==> src/rtl/loader_pkg.sv <==
// Shared types and defaults for the instruction memory loader.
// State encoding and hold timing used by imem_loader and its bench.
package loader_pkg;

    typedef enum logic [2:0] {
        ST_IDLE,
        ST_LOAD,
        ST_HOLD,
        ST_RUN,
        ST_ERROR
    } state_t;

    localparam int RESET_HOLD_DEF = 4;
    localparam int HOLD_W = 8;

endpackage

==> src/rtl/imem_loader_if.sv <==
// Instruction word stream from a program source into the loader.
// master drives words, slave (the loader) answers with in_ready.
interface imem_loader_if;

    logic        in_valid;
    logic [31:0] in_data;
    logic        in_last;
    logic        in_ready;

    modport master (
        output in_valid,
        output in_data,
        output in_last,
        input  in_ready
    );

    modport slave (
        input  in_valid,
        input  in_data,
        input  in_last,
        output in_ready
    );

endinterface

==> src/rtl/hold_counter.sv <==
// Loadable down-counter that times the processor reset hold window.
// zero is asserted whenever the count has run out.
module hold_counter #(
    parameter int W = 8
) (
    input  logic         clock,
    input  logic         reset,
    input  logic         load,
    input  logic [W-1:0] load_val,
    input  logic         dec,
    output logic [W-1:0] count,
    output logic         zero
);

    always_ff @(posedge clock) begin
        if (reset) begin
            count <= '0;
        end else if (load) begin
            count <= load_val;
        end else if (dec) begin
            count <= count - 1'b1;
        end
    end

    assign zero = (count == '0);

endmodule

==> src/rtl/imem_loader.sv <==
// Streams a program into instruction memory while holding the core in reset,
// then releases the core after a fixed hold window.
module imem_loader
    import loader_pkg::*;
#(
    parameter int ADDR_WIDTH = 12,
    parameter int RESET_HOLD = RESET_HOLD_DEF
) (
    input  logic                  clock,
    input  logic                  reset,
    input  logic                  start,
    imem_loader_if.slave          src,
    output logic                  imem_wren,
    output logic [ADDR_WIDTH-1:0] imem_addr,
    output logic [31:0]           imem_data,
    output logic                  proc_reset,
    output logic                  busy,
    output logic                  done,
    output logic                  overflow_err,
    output logic [ADDR_WIDTH:0]   word_count
);

    localparam logic [ADDR_WIDTH-1:0] PTR_MAX = '1;
    localparam logic [HOLD_W-1:0] HOLD_INIT = HOLD_W'(RESET_HOLD - 1);

    state_t                  state;
    state_t                  state_nx;
    logic [ADDR_WIDTH-1:0]   ptr;
    logic                    wr_pend;
    logic                    accept;
    logic                    restart;
    logic                    at_top;
    logic                    hold_load;
    logic                    hold_dec;
    logic                    hold_zero;
    logic [HOLD_W-1:0]       hold_count;

    assign accept  = src.in_valid && (state == ST_LOAD);
    assign restart = start && (state inside {ST_IDLE, ST_RUN, ST_ERROR});
    assign at_top  = (ptr == PTR_MAX);

    always_comb begin
        state_nx  = state;
        hold_load = 1'b0;
        unique case (state)
            ST_IDLE, ST_RUN, ST_ERROR: begin
                if (start) state_nx = ST_LOAD;
            end
            ST_LOAD: begin
                if (accept && src.in_last) begin
                    state_nx  = ST_HOLD;
                    hold_load = 1'b1;
                end else if (accept && at_top) begin
                    state_nx = ST_ERROR;
                end
            end
            ST_HOLD: begin
                if (hold_zero) state_nx = ST_RUN;
            end
            default: state_nx = ST_IDLE;
        endcase
    end

    assign hold_dec = (state == ST_HOLD) && !hold_zero;

    hold_counter #(.W(HOLD_W)) u_hold (
        .clock    (clock),
        .reset    (reset),
        .load     (hold_load),
        .load_val (HOLD_INIT),
        .dec      (hold_dec),
        .count    (hold_count),
        .zero     (hold_zero)
    );

    // The pointer saturates at the top address so an overflow never wraps.
    always_ff @(posedge clock) begin
        if (reset) begin
            state      <= ST_IDLE;
            ptr        <= '0;
            word_count <= '0;
            wr_pend    <= 1'b0;
            imem_addr  <= '0;
            imem_data  <= '0;
        end else begin
            state   <= state_nx;
            wr_pend <= accept;
            if (accept) begin
                imem_addr  <= ptr;
                imem_data  <= src.in_data;
                word_count <= word_count + 1'b1;
                if (!at_top) ptr <= ptr + 1'b1;
            end else if (restart) begin
                ptr        <= '0;
                word_count <= '0;
            end
        end
    end

    // A write already pending when reset rises must not reach memory.
    assign imem_wren    = wr_pend && !reset;
    assign src.in_ready = (state == ST_LOAD);
    assign proc_reset   = (state != ST_RUN);
    assign busy         = (state == ST_LOAD) || (state == ST_HOLD);
    assign done         = (state == ST_RUN);
    assign overflow_err = (state == ST_ERROR);

endmodule

==> src/flat_wrapper.sv <==
// flat-port wrapper written by rule: the top's interface ports become plain ports
module imem_loader_flat import loader_pkg::*;
#(
    parameter int ADDR_WIDTH = 12,
    parameter int RESET_HOLD = RESET_HOLD_DEF
)
  (clock, reset, start, imem_wren, imem_addr, imem_data, proc_reset, busy, done, overflow_err, word_count, src_in_valid, src_in_data, src_in_last, src_in_ready);
  imem_loader_if src_i ();
  input  logic clock;
  input  logic reset;
  input  logic start;
  output logic imem_wren;
  output logic [ADDR_WIDTH-1:0] imem_addr;
  output logic [31:0] imem_data;
  output logic proc_reset;
  output logic busy;
  output logic done;
  output logic overflow_err;
  output logic [ADDR_WIDTH:0] word_count;
  input wire logic [$bits(src_i.in_valid)-1:0] src_in_valid;
  input wire logic [$bits(src_i.in_data)-1:0] src_in_data;
  input wire logic [$bits(src_i.in_last)-1:0] src_in_last;
  output wire logic [$bits(src_i.in_ready)-1:0] src_in_ready;
  assign src_i.in_valid = src_in_valid;
  assign src_i.in_data = src_in_data;
  assign src_i.in_last = src_in_last;
  assign src_in_ready = src_i.in_ready;
  imem_loader #(.ADDR_WIDTH(ADDR_WIDTH), .RESET_HOLD(RESET_HOLD)) u_core (.clock(clock), .reset(reset), .start(start), .src(src_i), .imem_wren(imem_wren), .imem_addr(imem_addr), .imem_data(imem_data), .proc_reset(proc_reset), .busy(busy), .done(done), .overflow_err(overflow_err), .word_count(word_count));
endmodule
==> config.mk <==
export PLATFORM = sky130hd
export DESIGN_NAME = imem_loader_flat
export DESIGN_NICKNAME = d
export VERILOG_FILES = /design/src/rtl/loader_pkg.sv /design/src/rtl/imem_loader_if.sv /design/src/rtl/hold_counter.sv /design/src/rtl/imem_loader.sv /design/src/flat_wrapper.sv
export SDC_FILE = /design/constraint.sdc
export NUM_CORES = 1
export LEC_CHECK = 0
export ABC_CLOCK_PERIOD_IN_PS = 4400
export CAP_MARGIN = 20
export CORE_AREA = 5 5 89 91
export CTS_CLUSTER_SIZE = 25
export DETAILED_ROUTE_END_ITERATION = 8
export DIE_AREA = 0 0 94 96
export MAX_ROUTING_LAYER = met4
export PLACE_DENSITY = 0.92
export SLEW_MARGIN = 20
export SYNTH_ARGS = -nofsm -noshare
export SYNTH_HDL_FRONTEND = slang
export SYNTH_SLANG_ARGS = --single-unit
==> constraint.sdc <==
create_clock -name clock -period 4.4 [get_ports clock]
set_clock_uncertainty 0.2 [all_clocks]
set_input_delay 0.88 -clock clock [delete_from_list [all_inputs] [get_ports clock]]
set_output_delay 0.88 -clock clock [all_outputs]
set_load 0.02 [all_outputs]
==> impl_metrics.toml <==
[sta]
hold_viol = 0
rsz0062_at_grt = "no"
fin_tns_setup_ns = 0
period_share_pct = 70.7
slew_headroom_pct = 51.5
setup_violations = 0
tightest_slew_ns = 0.726
slew_viol_final = 0
period_minus_slack_ns = 3.11
max_freq_mhz = 321
worst_hold_slack_ns = 0.259

[clocking]
clk_pin_slew_worst_paths_ns = 0.08
cts_hold_buffers = 0
post_cts_buffers = 0
cts_made_buffers = 9
clock-sinks = 81
cts_resized = 0
cts_htree_levels = 3
cts_buffer_depth = 2
clk_latency_ns = 0.36
clock-root-buffer = "clkbuf_8"
tritoncts = "yes"

[floorplan]
design.core.area_sq_um = 7060
dieArea_sq_um = 9020
die_y_microns = 96
initial_core_util_pct = 48.9
die_w_microns = 94
io_pins = 100
num_rows = 31

[setup_path]
end_kind = "output port"
cp_max_fo = 12
cp-endpoint = "src_in_ready"
cp-start-kind = "flop"
path_class = "reg -> out"
r2r_start = "u_core.state[2]"
worstPathArrival_ns = 2.03
required_ns = 3.32
critPathLaunch = "u_core.state[0]"
reg2regPathDepth = 6
r2r-end = "u_core.ptr[7]"
rrSetupSlack_ns = 2.05

[yosys]
syn_inst = 412
ys_types = 56
async_flop_share_pct = 0
synth-edff-count = 0
synthesis.nets = 453
ys_ff_latch = 81
avgSynthCellArea_sq_um = 8.38
yosys.area.top_type = "dfxtp_1"
ys_warn_count = 0
netlist_top_cells_area = "dfxtp_1 47%, nand2_1 12%, a21oi_1 8.0%, nor2_1 2.8%, nand3_1 2.8%"
synth_most_common_cell = "nand2_1"
synth_top_area_share_pct = 47.0
seq_area_frac_synth_pct = 47.0
synth_area_sq_um = 3450
ys.flop_type = "dfxtp_1"
yosys-top-cells-count = "106 x nand2_1, 81 x dfxtp_1, 55 x a21oi_1, 26 x nor2_1, 19 x nand3_1"

[power]
p_leak_uw = 0.00157
power_density_nw_per_um2 = 320
ir_worst_vdd_mv = 0.224
fin_total_pwr_uw = 1490

[routing]
drt_wl_total_microns = 8710
num_vias = 3159
viasPerCell = 5.23
routedWlPerCell_microns = 14.4
drt_first_pass_iters = 4
ant_nets = 0
drc = 0
drt_iter0_drc = 223

[layout]
diodes = 0
nets = 541
syn_to_final_growth_pct = 34.5
drive_gt1_share_pct = 7.13

[global_route]
grt_max_degree = 61
grt_usage_pct = 20.1
grt_pass1_wl_microns = 14000
grt_antenna_before_repair = 0
grt_pass1_vias = 3114
grt-ovfl-total = 0

[place]
port_buffers = 99
hpwlAfterDp_microns = 6200
gp_congestion = 0.813

[outcome]
status = "finished, final reports clean"

[worst_hold_path]
min_from = "u_core.imem_data[19]"
hold_class = "reg -> reg"

[job]
cap_viol_max_count = 0
[logic make-up (layout without fill, tap and decap cells)]
family | after synthesis | count (layout) | synth area share [%]
multiplexers | 3 | 3 | 0.906
AND/OR/NAND/NOR | 191 | 191 | 26.3
XOR/XNOR | 15 | 15 | 3.81
flip-flops | 81 | 81 | 47.0
adder cells (fa/ha/maj) | 4 | 4 | 1.45
buffers and inverters | 33 | 126 | 4.35
AO/OA/AOI/OAI | 85 | 85 | 16.2
[layout by cell type, fill, tap and decap left out, types with 4 or more instances in the layout]
| cell | instances |
|---|---|
| o211ai_1 | 5 |
| clkdlybuf4s50_1 | 98 |
| and3_1 | 5 |
| xnor2_1 | 6 |
| clkbuf_8 | 9 |
| nor2_1 | 26 |
| inv_1 | 7 |
| nand2_1 | 106 |
| nand2b_1 | 4 |
| a21oi_1 | 55 |
| nand3_1 | 19 |
| xor2_1 | 9 |
| o31ai_1 | 4 |
| dfxtp_1 | 81 |
| ha_1 | 4 |
[area by class of cell]
class	count	area [sq um]
multi-input combinational	298	1680
fill	560	2420
timing repair buffer	102	1010
clock buffer	9	124
tap	99	124
clock inverter	7	55.1
inverter	8	30.0
sequential	81	1620
[per-layer routing]
metal	vias to the layer above	track usage [%]	routed length, microns
met5	-	-	0
li1	1581	-	-
met3	15	4.61	489
met1	1475	23.3	3680
met4	0	9.51	173
met2	88	33.3	4370
[per-stage QoR]
stage	utilization, %	instance area, sq um	std cells	setup WS (ns)
after CTS	65.8	4640	604	1.30
after detailed placement	63.2	4460	588	1.26
after floorplan	-	3450	412	1.94
after global placement	63.2	4460	588	1.27
after global routing	65.8	4640	604	1.20
final	65.8	4640	604	1.29
[worst min path at each step]
stage,to,slack (ns),cells after the start
3_5_place_dp,u_core.imem_data[19],0.25,2
3_3_place_gp,u_core.imem_data[0],0.24,2
4_1_cts,u_core.imem_data[19],0.26,2
2_1_floorplan,u_core.imem_addr[11],0.25,2
5_1_grt,u_core.imem_data[16],0.28,2
6_report,u_core.imem_data[19],0.26,2
[sequential cells by signal, indices dropped and copies added, names as in the netlist]
name	cells
u_core.imem_data	32
u_core.imem_addr	12
u_core.u_hold.count	8
u_core.wr_pend	1
u_core.state	3
u_core.word_count	13
u_core.ptr	12
[power breakdown]
group	leakage [uW]	internal [uW]	switching (uW)
Sequential	0.000656	754	18.6
Combinational	0.000823	96.2	119
Clock	0.0000862	209	288
[worst max-delay path, cell delays in order, from the launching register on]
cell and delay, ns:
dfxtp_1 0.59, nand2b_1 0.20, nor2_1 0.24, clkdlybuf4s50_1 0.65
No activity file was read; power rests on OpenSTA's default activity.
